### src/rtl/fetch_pkg.sv
// Shared constants for the instruction-fetch slice.
// The entry layout in the fetch buffer is {pc, insn}, with pc in the upper bits.
`ifndef MEM_SPACE
`define MEM_SPACE 8
`endif
`ifndef ISIZE
`define ISIZE 16
`endif

package fetch_pkg;

    localparam int FETCH_ADDR_W    = `MEM_SPACE;
    localparam int FETCH_INSN_W    = `ISIZE;
    localparam int FETCH_BUF_DEPTH = 2;
    localparam int FETCH_RESET_PC  = 0;

    // Padding word the memory returns past the end of a program; doubles as NOP.
    localparam logic [15:0] FETCH_PAD_WORD = 16'h0000;

    function automatic int entry_w(input int aw, input int iw);
        return aw + iw;
    endfunction

endpackage

### src/rtl/fetch_buf.sv
// Small FIFO holding fetched {pc, insn} entries between memory return and decode.
// Flush wins over push and pop on the same edge.
module fetch_buf #(
    parameter int DEPTH = 2,
    parameter int W     = 24,
    parameter int CW    = $clog2(DEPTH + 1)
) (
    input  logic          clk,
    input  logic          rst,
    input  logic          flush,
    input  logic          push,
    input  logic [W-1:0]  push_data,
    input  logic          pop,
    output logic [CW-1:0] count,
    output logic          head_valid,
    output logic [W-1:0]  head_data
);
    localparam int PW = (DEPTH > 1) ? $clog2(DEPTH) : 1;

    logic [W-1:0]  mem [DEPTH];
    logic [PW-1:0] wr_ptr;
    logic [PW-1:0] rd_ptr;
    logic          do_push;
    logic          do_pop;

    function automatic logic [PW-1:0] ptr_next(input logic [PW-1:0] p);
        return (p == PW'(DEPTH - 1)) ? '0 : p + PW'(1);
    endfunction

    assign head_valid = (count != '0);
    assign head_data  = mem[rd_ptr];
    assign do_pop     = pop & head_valid;
    assign do_push    = push & ((count != CW'(DEPTH)) | do_pop);

    always_ff @(posedge clk or posedge rst) begin
        if (rst) begin
            wr_ptr <= '0;
            rd_ptr <= '0;
            count  <= '0;
        end else if (flush) begin
            wr_ptr <= '0;
            rd_ptr <= '0;
            count  <= '0;
        end else begin
            if (do_push) wr_ptr <= ptr_next(wr_ptr);
            if (do_pop)  rd_ptr <= ptr_next(rd_ptr);
            case ({do_push, do_pop})
                2'b10:   count <= count + CW'(1);
                2'b01:   count <= count - CW'(1);
                default: count <= count;
            endcase
        end
    end

    // Storage carries data only, so it is left out of reset.
    always_ff @(posedge clk) begin
        if (do_push & ~flush) mem[wr_ptr] <= push_data;
    end

endmodule

### src/rtl/imem_fetch_ctrl.sv
// IF-stage sequencer: owns the PC, tracks the one-cycle memory read, buffers returns.
// Optional HALT_ON_ZERO_EN stops fetching when a padding (all-zero) word comes back.
module imem_fetch_ctrl
    import fetch_pkg::*;
#(
    parameter int ADDR_W    = FETCH_ADDR_W,
    parameter int INSN_W    = FETCH_INSN_W,
    parameter int BUF_DEPTH = FETCH_BUF_DEPTH,
    parameter int RESET_PC  = FETCH_RESET_PC
) (
    input  logic              clk,
    input  logic              rst,
    output logic [ADDR_W-1:0] imem_addr,
    input  logic [INSN_W-1:0] imem_data,
    input  logic              redirect_valid,
    input  logic [ADDR_W-1:0] redirect_pc,
    output logic              fetch_valid,
    output logic [INSN_W-1:0] fetch_insn,
    output logic [ADDR_W-1:0] fetch_pc,
    input  logic              fetch_ready,
    output logic              halted
);
    localparam int ENTRY_W = entry_w(ADDR_W, INSN_W);
    localparam int CW      = $clog2(BUF_DEPTH + 1);

    logic [ADDR_W-1:0]  pc;
    logic [ADDR_W-1:0]  pc_p1;
    logic               vld_p1;
    logic               halted_q;
    logic               pop;
    logic               issue;
    logic               capture;
    logic               halt_now;
    logic               push;
    logic [CW:0]        credit_used;
    logic [CW-1:0]      count;
    logic               head_valid;
    logic [ENTRY_W-1:0] head_entry;

    assign imem_addr = pc;
    assign pop       = fetch_valid & fetch_ready;

    // Slots already spoken for: buffered entries plus the word in flight, less
    // the entry leaving this edge. Issuing only below depth makes overflow impossible.
    assign credit_used = (CW+1)'(count) + (CW+1)'(vld_p1) - (CW+1)'(pop);
    assign issue       = (credit_used < (CW+1)'(BUF_DEPTH)) & ~redirect_valid & ~halted_q;
    assign capture     = vld_p1 & ~redirect_valid & ~halted_q;

    // ---- stage p0: address issue ----
    always_ff @(posedge clk or posedge rst) begin
        if (rst) begin
            pc     <= ADDR_W'(RESET_PC);
            vld_p1 <= 1'b0;
        end else if (redirect_valid) begin
            pc     <= redirect_pc;
            vld_p1 <= 1'b0;
        end else if (issue) begin
            pc     <= pc + ADDR_W'(1);
            vld_p1 <= 1'b1;
        end else begin
            vld_p1 <= 1'b0;
        end
    end

    always_ff @(posedge clk) begin
        if (issue) pc_p1 <= pc;
    end

    // ---- stage p1: memory return, halt detection, buffer push ----
`ifdef HALT_ON_ZERO_EN
    assign halt_now = capture & (imem_data == INSN_W'(FETCH_PAD_WORD));

    always_ff @(posedge clk or posedge rst) begin
        if (rst) begin
            halted_q <= 1'b0;
        end else if (redirect_valid) begin
            halted_q <= 1'b0;
        end else if (halt_now) begin
            halted_q <= 1'b1;
        end
    end
`else
    assign halt_now = 1'b0;
    assign halted_q = 1'b0;
`endif

    assign push   = capture & ~halt_now;
    assign halted = halted_q;

    fetch_buf #(
        .DEPTH (BUF_DEPTH),
        .W     (ENTRY_W),
        .CW    (CW)
    ) u_buf (
        .clk        (clk),
        .rst        (rst),
        .flush      (redirect_valid),
        .push       (push),
        .push_data  ({pc_p1, imem_data}),
        .pop        (pop),
        .count      (count),
        .head_valid (head_valid),
        .head_data  (head_entry)
    );

    // ---- stage p2: decode handoff ----
    // Head fields are forced to zero when empty so reset shows clean outputs
    // without resetting the storage itself.
    assign fetch_valid = head_valid;
    assign fetch_insn  = head_valid ? head_entry[INSN_W-1:0] : '0;
    assign fetch_pc    = head_valid ? head_entry[ENTRY_W-1 -: ADDR_W] : '0;

endmodule

### config.mk
export PLATFORM = sky130hd
export DESIGN_NAME = imem_fetch_ctrl
export DESIGN_NICKNAME = d
export VERILOG_FILES = /design/src/rtl/fetch_pkg.sv /design/src/rtl/fetch_buf.sv /design/src/rtl/imem_fetch_ctrl.sv
export SDC_FILE = /design/constraint.sdc
export NUM_CORES = 1
export LEC_CHECK = 0
export CORE_MARGIN = 5
export CORE_UTILIZATION = 45
export CTS_CLUSTER_DIAMETER = 150
export DETAILED_ROUTE_END_ITERATION = 8
export PLACE_DENSITY = 0.72
export SYNTH_ARGS = -nofsm -noshare
export SYNTH_HDL_FRONTEND = slang
export SYNTH_HIERARCHICAL = 1
export SYNTH_SLANG_ARGS = --single-unit
### constraint.sdc
create_clock -name clk -period 3.3 [get_ports clk]
set_clock_uncertainty 0.1 [all_clocks]
set_input_delay 0.825 -clock clk [delete_from_list [all_inputs] [get_ports clk]]
set_output_delay 0.825 -clock clk [all_outputs]
set_load 0.05 [all_outputs]
[Yosys cells after proc, flatten, opt, wreduce, memory -nomap -nowiden]
Memories as Yosys holds them, arrays and structs flattened.
Index checks and enable logic that the tools add are counted.
Word-level totals
  input bits: 28
  memories kept: 1
  bits in registers: 21
  bits in writable memories: 48
Operators by class
  reduce and logical (&&, ||, !) cells: 5
  multiplexer cells: 16
  magnitude comparators: 1
  eq/ne operators: 3
  bitwise operators: 8
  add/subtract/negate cells: 7
Memories
  u_buf.mem: depth 2, bits a word 24, read ports 1, clocked after memory_dff 0, wr ports 1, line fetch_buf.sv:20  | logic [W-1:0] mem [DEPTH];
Operators with widths (count)
  two-way mux 8 bit: 3
  two-way mux 16 bit: 1
  two-way mux 1 bit: 10
  adder 8 x 1 -> 8 bit (second input constant): 1
  nonzero test 2 bit: 4
  bitwise AND 1 bit: 6
  case mux 2 bit (2 select lines): 1
  adder 2 x 1 -> 3 bit: 1
  less-than comparator 3 x 2 -> 1 bit (second input constant): 1
  nonzero test 3 bit: 1
  subtractor 3 x 1 -> 3 bit: 1
  adder 1 bit (second input constant): 2
  adder 2 x 1 -> 2 bit (second input constant): 1
  equality test 2 x 1 -> 1 bit (second input constant): 1
  equality test 2 bit (second input constant): 1
  two-way mux 2 bit: 1
  inequality test 2 bit (second input constant): 1
  subtractor 2 x 1 -> 2 bit (second input constant): 1
  NOT 1 bit: 1
  bitwise OR 1 bit: 1

[Longest topological paths before layout]
Gate-level depths: netlist of the first run.
  depth after elaboration: 8
  gate-level depth with buffers: 9

[Hierarchy]
Netlist of the first run, hierarchy kept.
By module, submodules not included
  fetch_buf: area each 1983.2 um2, instances 1, cells each 102
  imem_fetch_ctrl: area each 1003.5 um2, instances 1, cells each 102

[Worst setup path after synthesis of the first run]
Ideal clock, no wire load.
  kind: in2reg
  from: input port redirect_valid
  to: memory u_buf.mem[1][0], enable pin
  path buffers: 1
  data arrival time: 3315 ps
  required time: 2759 ps
  path slack: -556 ps
  stages: 4
  cell sequence: clkbuf_1 > nor2b_1 > o31ai_4 > nor3b_1
On the way
  longest elaborated chain between the ends: 6
Ends and longest elaborated chain
  from (decl): line imem_fetch_ctrl.sv:15  | input logic redirect_valid,
  NOT 1 bit: line imem_fetch_ctrl.sv:47  | assign capture = vld_p1 & ~redirect_valid & ~halted_q;
  bitwise AND 1 bit: line imem_fetch_ctrl.sv:47
  named net capture: line imem_fetch_ctrl.sv:32  | logic capture;
  bitwise AND 1 bit: line fetch_buf.sv:33  | assign do_push = push & ((count != CW'(DEPTH)) | do_pop);
  bitwise AND 1 bit: line fetch_buf.sv:57  | if (do_push & ~flush) mem[wr_ptr] <= push_data;
  two-way mux 1 bit: line fetch_buf.sv:57
  two-way mux 1 bit (not written as such): line fetch_buf.sv:57
  to (decl): line fetch_buf.sv:20
The timed path passes the listed nets, and every way through them passes these cells.

[Worst setup path after layout of the first run]
  from: input port fetch_ready
  to: register pc[2] (netlist: imem_addr[2])
On the way
  longest elaborated chain between the ends: 5
Ends and longest elaborated chain
  from (decl): line imem_fetch_ctrl.sv:20  | input logic fetch_ready,
  bitwise AND 1 bit: line imem_fetch_ctrl.sv:41  | assign pop = fetch_valid & fetch_ready;
  named net pop: line imem_fetch_ctrl.sv:30  | logic pop;
  subtractor 3 x 1 -> 3 bit: line imem_fetch_ctrl.sv:45  | assign credit_used = (CW+1)'(count) + (CW+1)'(vld_p1) - (CW+1)'(pop);
  less-than comparator 3 x 2 -> 1 bit: line imem_fetch_ctrl.sv:46  | assign issue = (credit_used < (CW+1)'(BUF_DEPTH)) & ~redirect_valid & ~halted_q;
  bitwise AND 1 bit: line imem_fetch_ctrl.sv:46
  nonzero test 2 bit (no source line)
  to (signal assigned): line imem_fetch_ctrl.sv:52  | pc <= ADDR_W'(RESET_PC);
  to (signal assigned): line imem_fetch_ctrl.sv:55  | pc <= redirect_pc;
  to (signal assigned): line imem_fetch_ctrl.sv:58  | pc <= pc + ADDR_W'(1);
  to (decl): line imem_fetch_ctrl.sv:26  | logic [ADDR_W-1:0] pc;
The timed path passes the listed nets, and every way through them passes these cells.
A chain may end at the register's enable or synchronous reset.

==> flow_summary_export.csv, run 1 <==
group,metric,value,unit
detailed_routing,drc,0,
detailed_routing,drt_iter0_drc,47,
synthesis,synth.distinct_cells,40,
placement,gp_congestion,0.841,
synthesis,synth_area_per_cell,14.6,um2
cts,cts_hold_buf,0,
power_and_ir_drop,p_leak,1.48,nW
synthesis,yosys_warnings,6,
detailed_routing,vias_per_cell,5.06,
cts,insertion_delay,0.33,ns
cts,cts_setup_buffers,0,
power_and_ir_drop,irDropWorstVdd,0.338,mV
timing,fin_crit_sh,0.950,
critical_path,path_buf_inv,1,
grt,grt_max_degree,26,
detailed_routing,dr.pass1.iters,4,
grt,grt_overflow,0,
cells_and_area,multiInputGateArea,931,um2
critical_path,critPathSlowestCell,"xor2_1",
critical_path,worstPathMaxFanout,12,
timing,setup_viol,0,
critical_path,worst_setup_path_start_kind,"input pin",
synthesis,synth.yosys.seq_area_share,0.672,
synthesis,synth_cells,204,
cts,cts_tree,"built",
floorplan,start_util,0.468,
cells_and_area,finalInstanceArea,0.00394,mm2
cts,clock-sinks,69,
floorplan,fp.dieH,91.5,um
cells_and_area,layout-drive-gt1-share,0.290,
cts,cts_buffers,9,
cts,cts_buffer_depth,2,
grt,antenna_found_initial,0,
timing,fmax,319,MHz
detailed_routing,ant_nets,0,
critical_path,crit_chain,"clkdlybuf4s50_1 -> and2_1 -> ha_1 -> nand2b_1 -> fa_1 -> xor2_1 -> nor4_1 -> a221o_1",
cells_and_area,syn_to_final_growth,31.8,%
critical_path,critPathRequiredTime,3.41,ns
cells_and_area,ff_latch_area,0.00201,mm2
placement,dpl.hpwl,3800,um
critical_path,crit_type,"in2reg",
grt,grt_pass1_wl,9170,um
timing,period_needed,3.14,ns
cells_and_area,antenna_cells,0,
floorplan,rows,29,
synthesis,synthTopCellsByArea,"edfxtp_1 56%, dfrtp_1 11%, mux2_2 9.0%",
cts,clk_transition_reported_paths,0.07,ns
synthesis,synth_nets,235,
critical_path,cp.arrival,3.24,ns
floorplan,io-pin-count,62,
run_status,outcome,"finished, final reports clean",
detailed_routing,vias,1838,
detailed_routing,routed_wl,5480,um
critical_path,r2r_slack,0.37,ns
synthesis,syn_area,0.00299,mm2
detailed_routing,wl_per_cell,15.1,um
synthesis,ys_ff_latch,69,
power_and_ir_drop,p_per_area,595,mW/mm2
critical_path,critPathMaxStageDelay,0.63,ns
critical_path,crit_family,"adder cells",
job,max_cap_violations,0,
timing,rsz0062_at_grt,"no",
cells_and_area,fillers,508,
timing,finalHoldViolations,0,
timing,max-slew-margin-rel,0.499,
floorplan,dieArea,0.00837,mm2
timing,fin_tns_setup,0,ns
placement,place_area,0.00373,mm2
synthesis,synth_top_area_cell,"edfxtp_1",
floorplan,core,0.00639,mm2
grt,grt_pass1_vias,1943,
grt,grt_usage,0.138,
placement,port_buffers,60,
timing,maxSlewViolCount,0,
placement,place_ws,-0.173,ns
cts,post_cts_resized,0,
critical_path,setup.worst_path.end_class,"flip-flop",
timing,finalWorstSetupSlack,0.165,ns
timing,worst-slew-pin-transition,0.749,ns
floorplan,fp.dieW,91.5,um
cells_and_area,layout.nets,312,
min_path,min_path_type,"reg2reg",
cts,cts_htree_levels,3,
cts,root_buffer,"clkbuf_8",
synthesis,yosysTopAreaCellShare,0.563,
-- metal layers --
metal | part of all wire | vias up | GRT usage
li1 | - | 903 | -
met1 | 0.45 | 859 | 0.181
met3 | 0.083 | 13 | 0.0537
met2 | 0.45 | 63 | 0.202
met4 | 0.019 | 0 | 0.0648
met5 | 0 | - | 0
-- cells by family (layout without fill, tap and decap cells) --
logic type	count (synthesis)	in the layout	share of synthesized area
AOI/OAI and AO/OA	20	20	0.0511
xor gates and xnor gates	4	4	0.0117
adders and majority gates	3	3	0.0151
buffers and inverters	15	97	0.0239
DFF	69	69	0.672
muxes	26	26	0.0989
other	1	1	0.00126
and+or+nand+nor	66	66	0.126
-- cells in the mapped netlist --
cell / instances
edfxtp_1: 56
and2_1: 26
mux2_2: 24
dfrtp_1: 13
nor2_1: 10
inv_1: 5
nand2_1: 5
nor2b_1: 5
a31oi_1: 4
nand3_1: 4
a21oi_1: 3
buf_2: 3
clkbuf_1: 3
nor4_1: 3
o21ai_0: 3
o31ai_1: 3
or4_1: 3
xor2_1: 3
a221o_1: 2
ha_1: 2
nand2b_1: 2
nor3_1: 2
o311ai_0: 2
or2_2: 2
a221oi_1: 1
buf_4: 1
buf_6: 1
clkinv_1: 1
conb_1: 1
fa_1: 1
inv_2: 1
mux2_4: 1
mux2i_1: 1
nand3b_1: 1
nand4_1: 1
nor3b_1: 1
o21a_1: 1
o31ai_4: 1
or3b_2: 1
xnor2_1: 1
-- worst paths after layout --
kind                                 from          endpoint  cells past startpoint
setup / recovery              fetch_ready      imem_addr[2]                      8
min in group asynchronous             rst    u_buf/count[0]                      2
hold reg to reg                  pc_p1[4]  u_buf/mem[0][20]                      0
hold / removal                   pc_p1[4]  u_buf/mem[0][20]                      0
max in group asynchronous             rst            vld_p1                      2
setup reg to reg           u_buf/count[1]      imem_addr[2]                      8
-- layout by cell type, fill, tap and decap left out, types with 2 or more instances in the layout --
cell,instances
edfxtp_1,56
clkdlybuf4s50_1,36
buf_4,36
and2_1,26
mux2_2,24
dfrtp_1,13
nor2_1,10
clkbuf_8,9
inv_1,5
nand2_1,5
nor2b_1,5
nand3_1,4
a31oi_1,4
xor2_1,3
nor4_1,3
clkinv_1,3
o31ai_1,3
or4_1,3
o21ai_0,3
a21oi_1,3
a221o_1,2
or2_2,2
o311ai_0,2
nand2b_1,2
ha_1,2
clkinv_2,2
bufinv_16,2
buf_12,2
-- power breakdown --
| part | internal (mW) | switching [mW] | total, mW |
|---|---|---|---|
| Combinational | 0.217 | 0.344 | 0.561 |
| Clock | 0.418 | 0.282 | 0.700 |
| Sequential | 1.03 | 0.0503 | 1.08 |
| Total | 1.66 | 0.676 | 2.34 |
-- through the flow --
step           hold WS [ns]  utilization  instances  total power, mW
3_5_place_dp          0.331        0.584        347             1.66
5_1_grt               0.345        0.616        363             2.45
2_1_floorplan         0.321            -        204             1.44
6_report              0.340        0.616        363             2.34
3_3_place_gp          0.324        0.584        347             1.65
4_1_cts               0.342        0.616        363             2.37
-- registers in the layout (all words and copies together) (netlist names) --
signal / count
imem_addr: 8
pc_p1: 8
u_buf/count: 2
u_buf/mem: 48
u_buf/rd_ptr: 1
u_buf/wr_ptr: 1
vld_p1: 1
-- area by class of cell --
cell class	count	share of cell area
Sequential cell	69	0.510
Multi-Input combinational cell	120	0.236
Timing Repair Buffer	74	0.170
Clock buffer	10	0.0324
Tap cell	77	0.0245
Clock inverter	6	0.0197
Inverter	7	0.00668
Note: power is estimated with default switching activity, not from simulation.
==> run 2, diff against run 1 <==
- ABC_AREA: default -> 0
==> results of run 2 <==
No change in the layout: final DEF, timing and power equal those of run 1.
==> RTL change 1 (settings of run 2) <==
`MEM_SPACE`: 8 -> 9.
--- a/src/rtl/fetch_pkg.sv
+++ b/src/rtl/fetch_pkg.sv
@@ -3,3 +3,3 @@
 `ifndef MEM_SPACE
-`define MEM_SPACE 8
+`define MEM_SPACE 9
 `endif
Interface: changed (resized fetch_pc, imem_addr and redirect_pc); port bits go from 62 to 65. The function was not compared with the original's and may differ.
==> RTL change 1 against run 2 <==
Area after synthesis is 4.6% higher; final area is 5.6% higher; sequential cell count is 4 higher; global-route usage shrank 0.085 points; via count up 0.60%; worst setup slack improved by 0.11 ns; critical path depth fell by 5; sequential share of layout area rose by 0.084 points; non-clock buffer count rose by 1; worst hold slack improved by 0.0022 ns; power grew 12%; wire length increased by 1.3%.
==> RTL change 1: results (changes against run 2) <==
| Metric | Value |
|---|---|
| CP max stage cell | `clkdlybuf4s50_1` |
| Status | `finished clean` |
| Register-to-Register Path Depth | `9 (+1)` |
| Avg Cell Area, Syn | `14.9 um^2 (+1.6%)` |
| Post-DP Area | `3890 um^2 (+4.3%)` |
| GPL Wtd Cong | `0.799 (-5.1%)` |
| Least-Margin Pin Slew | `0.507 ns (-0.241 ns)` |
| Fin Hold WS | `0.342 ns (+0.00220 ns)` |
| Leakage power | `1.56 nW (+5.8%)` |
| First-pass GRT wire length | `9.11 mm (-0.61%)` |
| CP arrival | `2.10 ns (-1.14 ns)` |
| RR Endpoint | `imem_addr[7]` |
| Pre-CTS setup slack | `-0.0373 ns (+0.136 ns)` |
| Post-synth EDFFs | `59 (+5.4%)` |
| Internal power | `1.89 mW (+13%)` |
| Ys async rst share | `19.2% (+0.34 points)` |
| Reg2reg start | `u_buf/count[0]` |
| Vias/cell | `4.75 (-6.1%)` |
| Avg WL per Cell | `14.3 um (-5.5%)` |
| Seq/Total Area, Yosys | `67.9% (+0.72 points)` |
| Met2 wire length | `2.66 mm (+8.6%)` |
| Tot GR Track Use | `13.8% (-0.085 points)` |
| DRT iter0 DRCs | `66 (+40%)` |
| WL met1 | `2.47 mm (about the same)` |
| Post-synth net total | `242 (+3.0%)` |
| Max Fanout on Critical Path | `26 (+14)` |
| Worst Hold Launch | `pc_p1[7]` |
| Vias in the first global route | `1,930 (-0.67%)` |
| Reg2Reg Setup Slack | `0.41 ns (+0.04 ns)` |
| Largest net degree at the start of global routing | `28 (+7.7%)` |
| Most frequent cells after synthesis | `edfxtp_1 (59), and2_1 (27), mux2_2 (25)` |
| Largest cells by area after synthesis | `edfxtp_1 (57%), dfrtp_1 (11%), mux2_2 (9.0%), and2_1 (5.4%), nand2_1 (1.6%)` |
| Max FFs per register | `50 (+4.2%)` |
| Clock Latency Late Sink | `0.34 ns` |
| Netlist cell types | `39 (-2.5%)` |
| Cells after DPL | `373 (+7.5%)` |
| Primary FF master, synth | `edfxtp_1` |
| Crit path largest cell delay | `0.85 ns (+0.22 ns)` |
| Hold endpoint | `u_buf/mem[1][23]` |
| Max IR drop VDD | `315 uV (-6.8%)` |
-- RTL change 1: worst max path at each step --
| stage | cells after the start | end | start | slack [ns] |
|---|---|---|---|---|
| after floorplan | 9 | imem_addr[7] | u_buf/count[1] | 0.05 |
| after global placement | 9 | imem_addr[7] | fetch_ready | -0.008 |
| after detailed placement | 9 | imem_addr[7] | fetch_ready | -0.04 |
| after CTS | 3 | fetch_valid | u_buf/count[0] | 0.24 |
| after global routing | 3 | fetch_valid | u_buf/count[0] | 0.17 |
| final | 3 | fetch_valid | u_buf/count[0] | 0.27 |
-- RTL change 1: layout make-up --
class                           instances  area [um^2]
Tap cell                               96          120
Timing Repair Buffer                   75          658
Fill cell                             524         2640
Inverter                                5         18.8
Multi-Input combinational cell        124          971
Clock inverter                          7          141
Sequential cell                        73         2120
Clock buffer                            9          124
-- RTL change 1: cells by family (layout without fill, tap and decap cells) --
group           count (synthesis)  after routing  synth area share (%)
flops                          73             73                  67.9
simple gates                   67             67                  12.3
mux                            28             28                  10.1
compound gates                 16             16                  3.56
buf+inv                        13             96                  1.80
xor+xnor                        9              9                  2.76
fa+ha+maj                       3              3                  1.44
other cells                     1              1                 0.120
-- RTL change 1: power by group through the flow --
stage	logic [mW]	registers (mW)	clock network [mW]
global route	0.606	1.15	0.967
floorplan	0.301	1.22	0
detailed placement	0.568	1.16	0
CTS	0.571	1.14	0.928
finish	0.563	1.14	0.905
global placement	0.565	1.16	0
-- RTL change 1: routing by layer --
metal  track usage (%)  up-vias
met5                 0        -
met4              6.23        0
met3              4.26        5
met2              21.4       59
met1              17.6      871
li1                  -      914
-- RTL change 1: critical path: cells and delay by family (launching register included) --
family / cells / cell delay, ns
flops: 1 / 0.50
simple gates: 1 / 0.17
buf+inv: 2 / 1.08
==> RTL change 2 (flow settings as in run 2) <==
Without the edit above. Build with the macro `HALT_ON_ZERO_EN` defined.
--- a/src/rtl/imem_fetch_ctrl.sv
+++ b/src/rtl/imem_fetch_ctrl.sv
@@ -2,2 +2,4 @@
 // Optional HALT_ON_ZERO_EN stops fetching when a padding (all-zero) word comes back.
+`define HALT_ON_ZERO_EN
+
 module imem_fetch_ctrl
Function: changed (a bounded check fails within 4 cycles, from zero or initial values and one cycle with rst high).
==> RTL change 2 against run 2 <==
Wire length is 9.1% higher; area after synthesis increased by 0.67%; sequential cell count up 1; power is 4.3% lower; final area down 0.29%; maximum frequency about the same; utilization decreased by 0.52 points; worst setup slack worse by 0.00079 ns; highest routed layer unchanged.
==> RTL change 2: results (changes against run 2) <==
| Metric | Value |
|---|---|
| Total wire length | `5.98 mm (+9.1%)` |
| Clock-net power | `0.557 mW (-20%)` |
| Most frequent cells after synthesis | `edfxtp_1 (56), and2_1 (25), mux2_2 (24)` |
| Leakage power | `1.48 nW (+0.25%)` |
| Switching pwr | `0.701 mW (+3.6%)` |
| Tot GR Track Use | `14.8% (+0.99 points)` |
| Seq/Total Area, Yosys | `67.6% (+0.38 points)` |
| Largest cells by area after synthesis | `edfxtp_1 (56%), dfrtp_1 (12%), mux2_2 (9.0%), and2_1 (5.2%), a221o_1 (1.3%)` |
| Avg WL per Cell | `16.5 um (+9.1%)` |
| Detailed Place HPWL | `4.23 mm (+11%)` |
| CP arrival | `3.29 ns (+0.05 ns)` |
| Slew HR | `66.2% (+16 points)` |
| Max Fanout on Critical Path | `6 (-6)` |
| Fillers | `503 (-0.98%)` |
| GPL Wtd Cong | `0.842 (+0.12%)` |
| Pre-CTS setup slack | `-0.146 ns (+0.0267 ns)` |
| DRT iter0 DRCs | `49 (+4.3%)` |
| Pwr Total | `2.24 mW (-4.3%)` |
| Register-to-Register Path Depth | `10 (+2)` |
| Vias in the first global route | `1,947 (+0.21%)` |
| Top reg by flops | `u_buf/mem` |
| Vias/cell | `5.20 (+2.7%)` |
| Status | `finished clean` |
| Class of the worst hold path | `reg2reg` |
| GR Util met2 | `23.6% (+3.3 points)` |
| Post-DP Area | `3770 um^2 (+0.97%)` |
| Port Buf Inserts | `61 (+1.7%)` |
| Ys async rst share | `20.0% (+1.2 points)` |
| Crit path largest cell delay | `0.39 ns (-0.24 ns)` |
| Netlist cell types | `37 (-7.5%)` |
| GR Util met3 | `3.52% (-1.9 points)` |
| Grt met1 use | `19.3% (+1.2 points)` |
| Post-synth net total | `234 (-0.43%)` |
| Total CTS buffers | `9 (unchanged)` |
| Drt pass-1 iters | `4 (unchanged)` |
| Max IR drop VDD | `302 uV (-11%)` |
| Avg Cell Area, Syn | `14.8 um^2 (+1.2%)` |
| CP max stage cell | `clkdlybuf4s50_1` |
## RTL change 2: changes by cell type in the layout (fill, tap and decap cells not counted), sizes merged, moves of 3 or more
cell	delta
or4	-3
nor2b	-3
a21oi	+3
a221o	+3
o31ai	-3
a31oi	-3
## RTL change 2: final timing paths
path,startpoint,to,slack [ns]
worst max-delay path,fetch_ready,imem_addr[6],0.16
worst min-delay path,pc_p1[5],u_buf/mem[1][21],0.35
worst max register to register,u_buf/count[0],imem_addr[6],0.33
worst min register to register,pc_p1[5],u_buf/mem[1][21],0.35
max in group asynchronous,rst,imem_addr[7],2.13
min in group asynchronous,rst,u_buf/count[0],0.61
## RTL change 2: cells by family (layout without fill, tap and decap cells)
kind of cell    after synthesis  in the layout  share of synthesized area, %
compound gates               24             24                          6.24
flops                        70             70                          67.6
fa+ha+maj                     3              3                          1.50
xor+xnor                      3              3                         0.874
buf+inv                      14             97                          1.87
mux                          27             27                          10.2
simple gates                 62             62                          11.8
## RTL change 2: worst max-delay path, delay by kind of cell
| kind | cells | cell delay [ns] |
|---|---|---|
| compound gates | 1 | 0.16 |
| simple gates | 4 | 0.78 |
| fa+ha+maj | 2 | 0.66 |
| buf+inv | 2 | 0.57 |
| xor+xnor | 1 | 0.29 |
## RTL change 2: layer usage
layer | vias up | wire length (um)
li1 | 911 | -
met1 | 909 | 2710
met4 | 0 | 92
met2 | 61 | 2840
met3 | 7 | 340
met5 | - | 0
## RTL change 2: layout make-up
cell class              instances  area, um^2  share of cell area [%]
clock buffers                  11         131                    3.35
clock inverters                 5        26.3                   0.669
inverters                       8        30.0                   0.765
multi-input cells             119         943                    24.0
flip-flops and latches         70        2030                    51.8
well taps                      77        96.3                    2.45
repair buffers                 73         666                    17.0
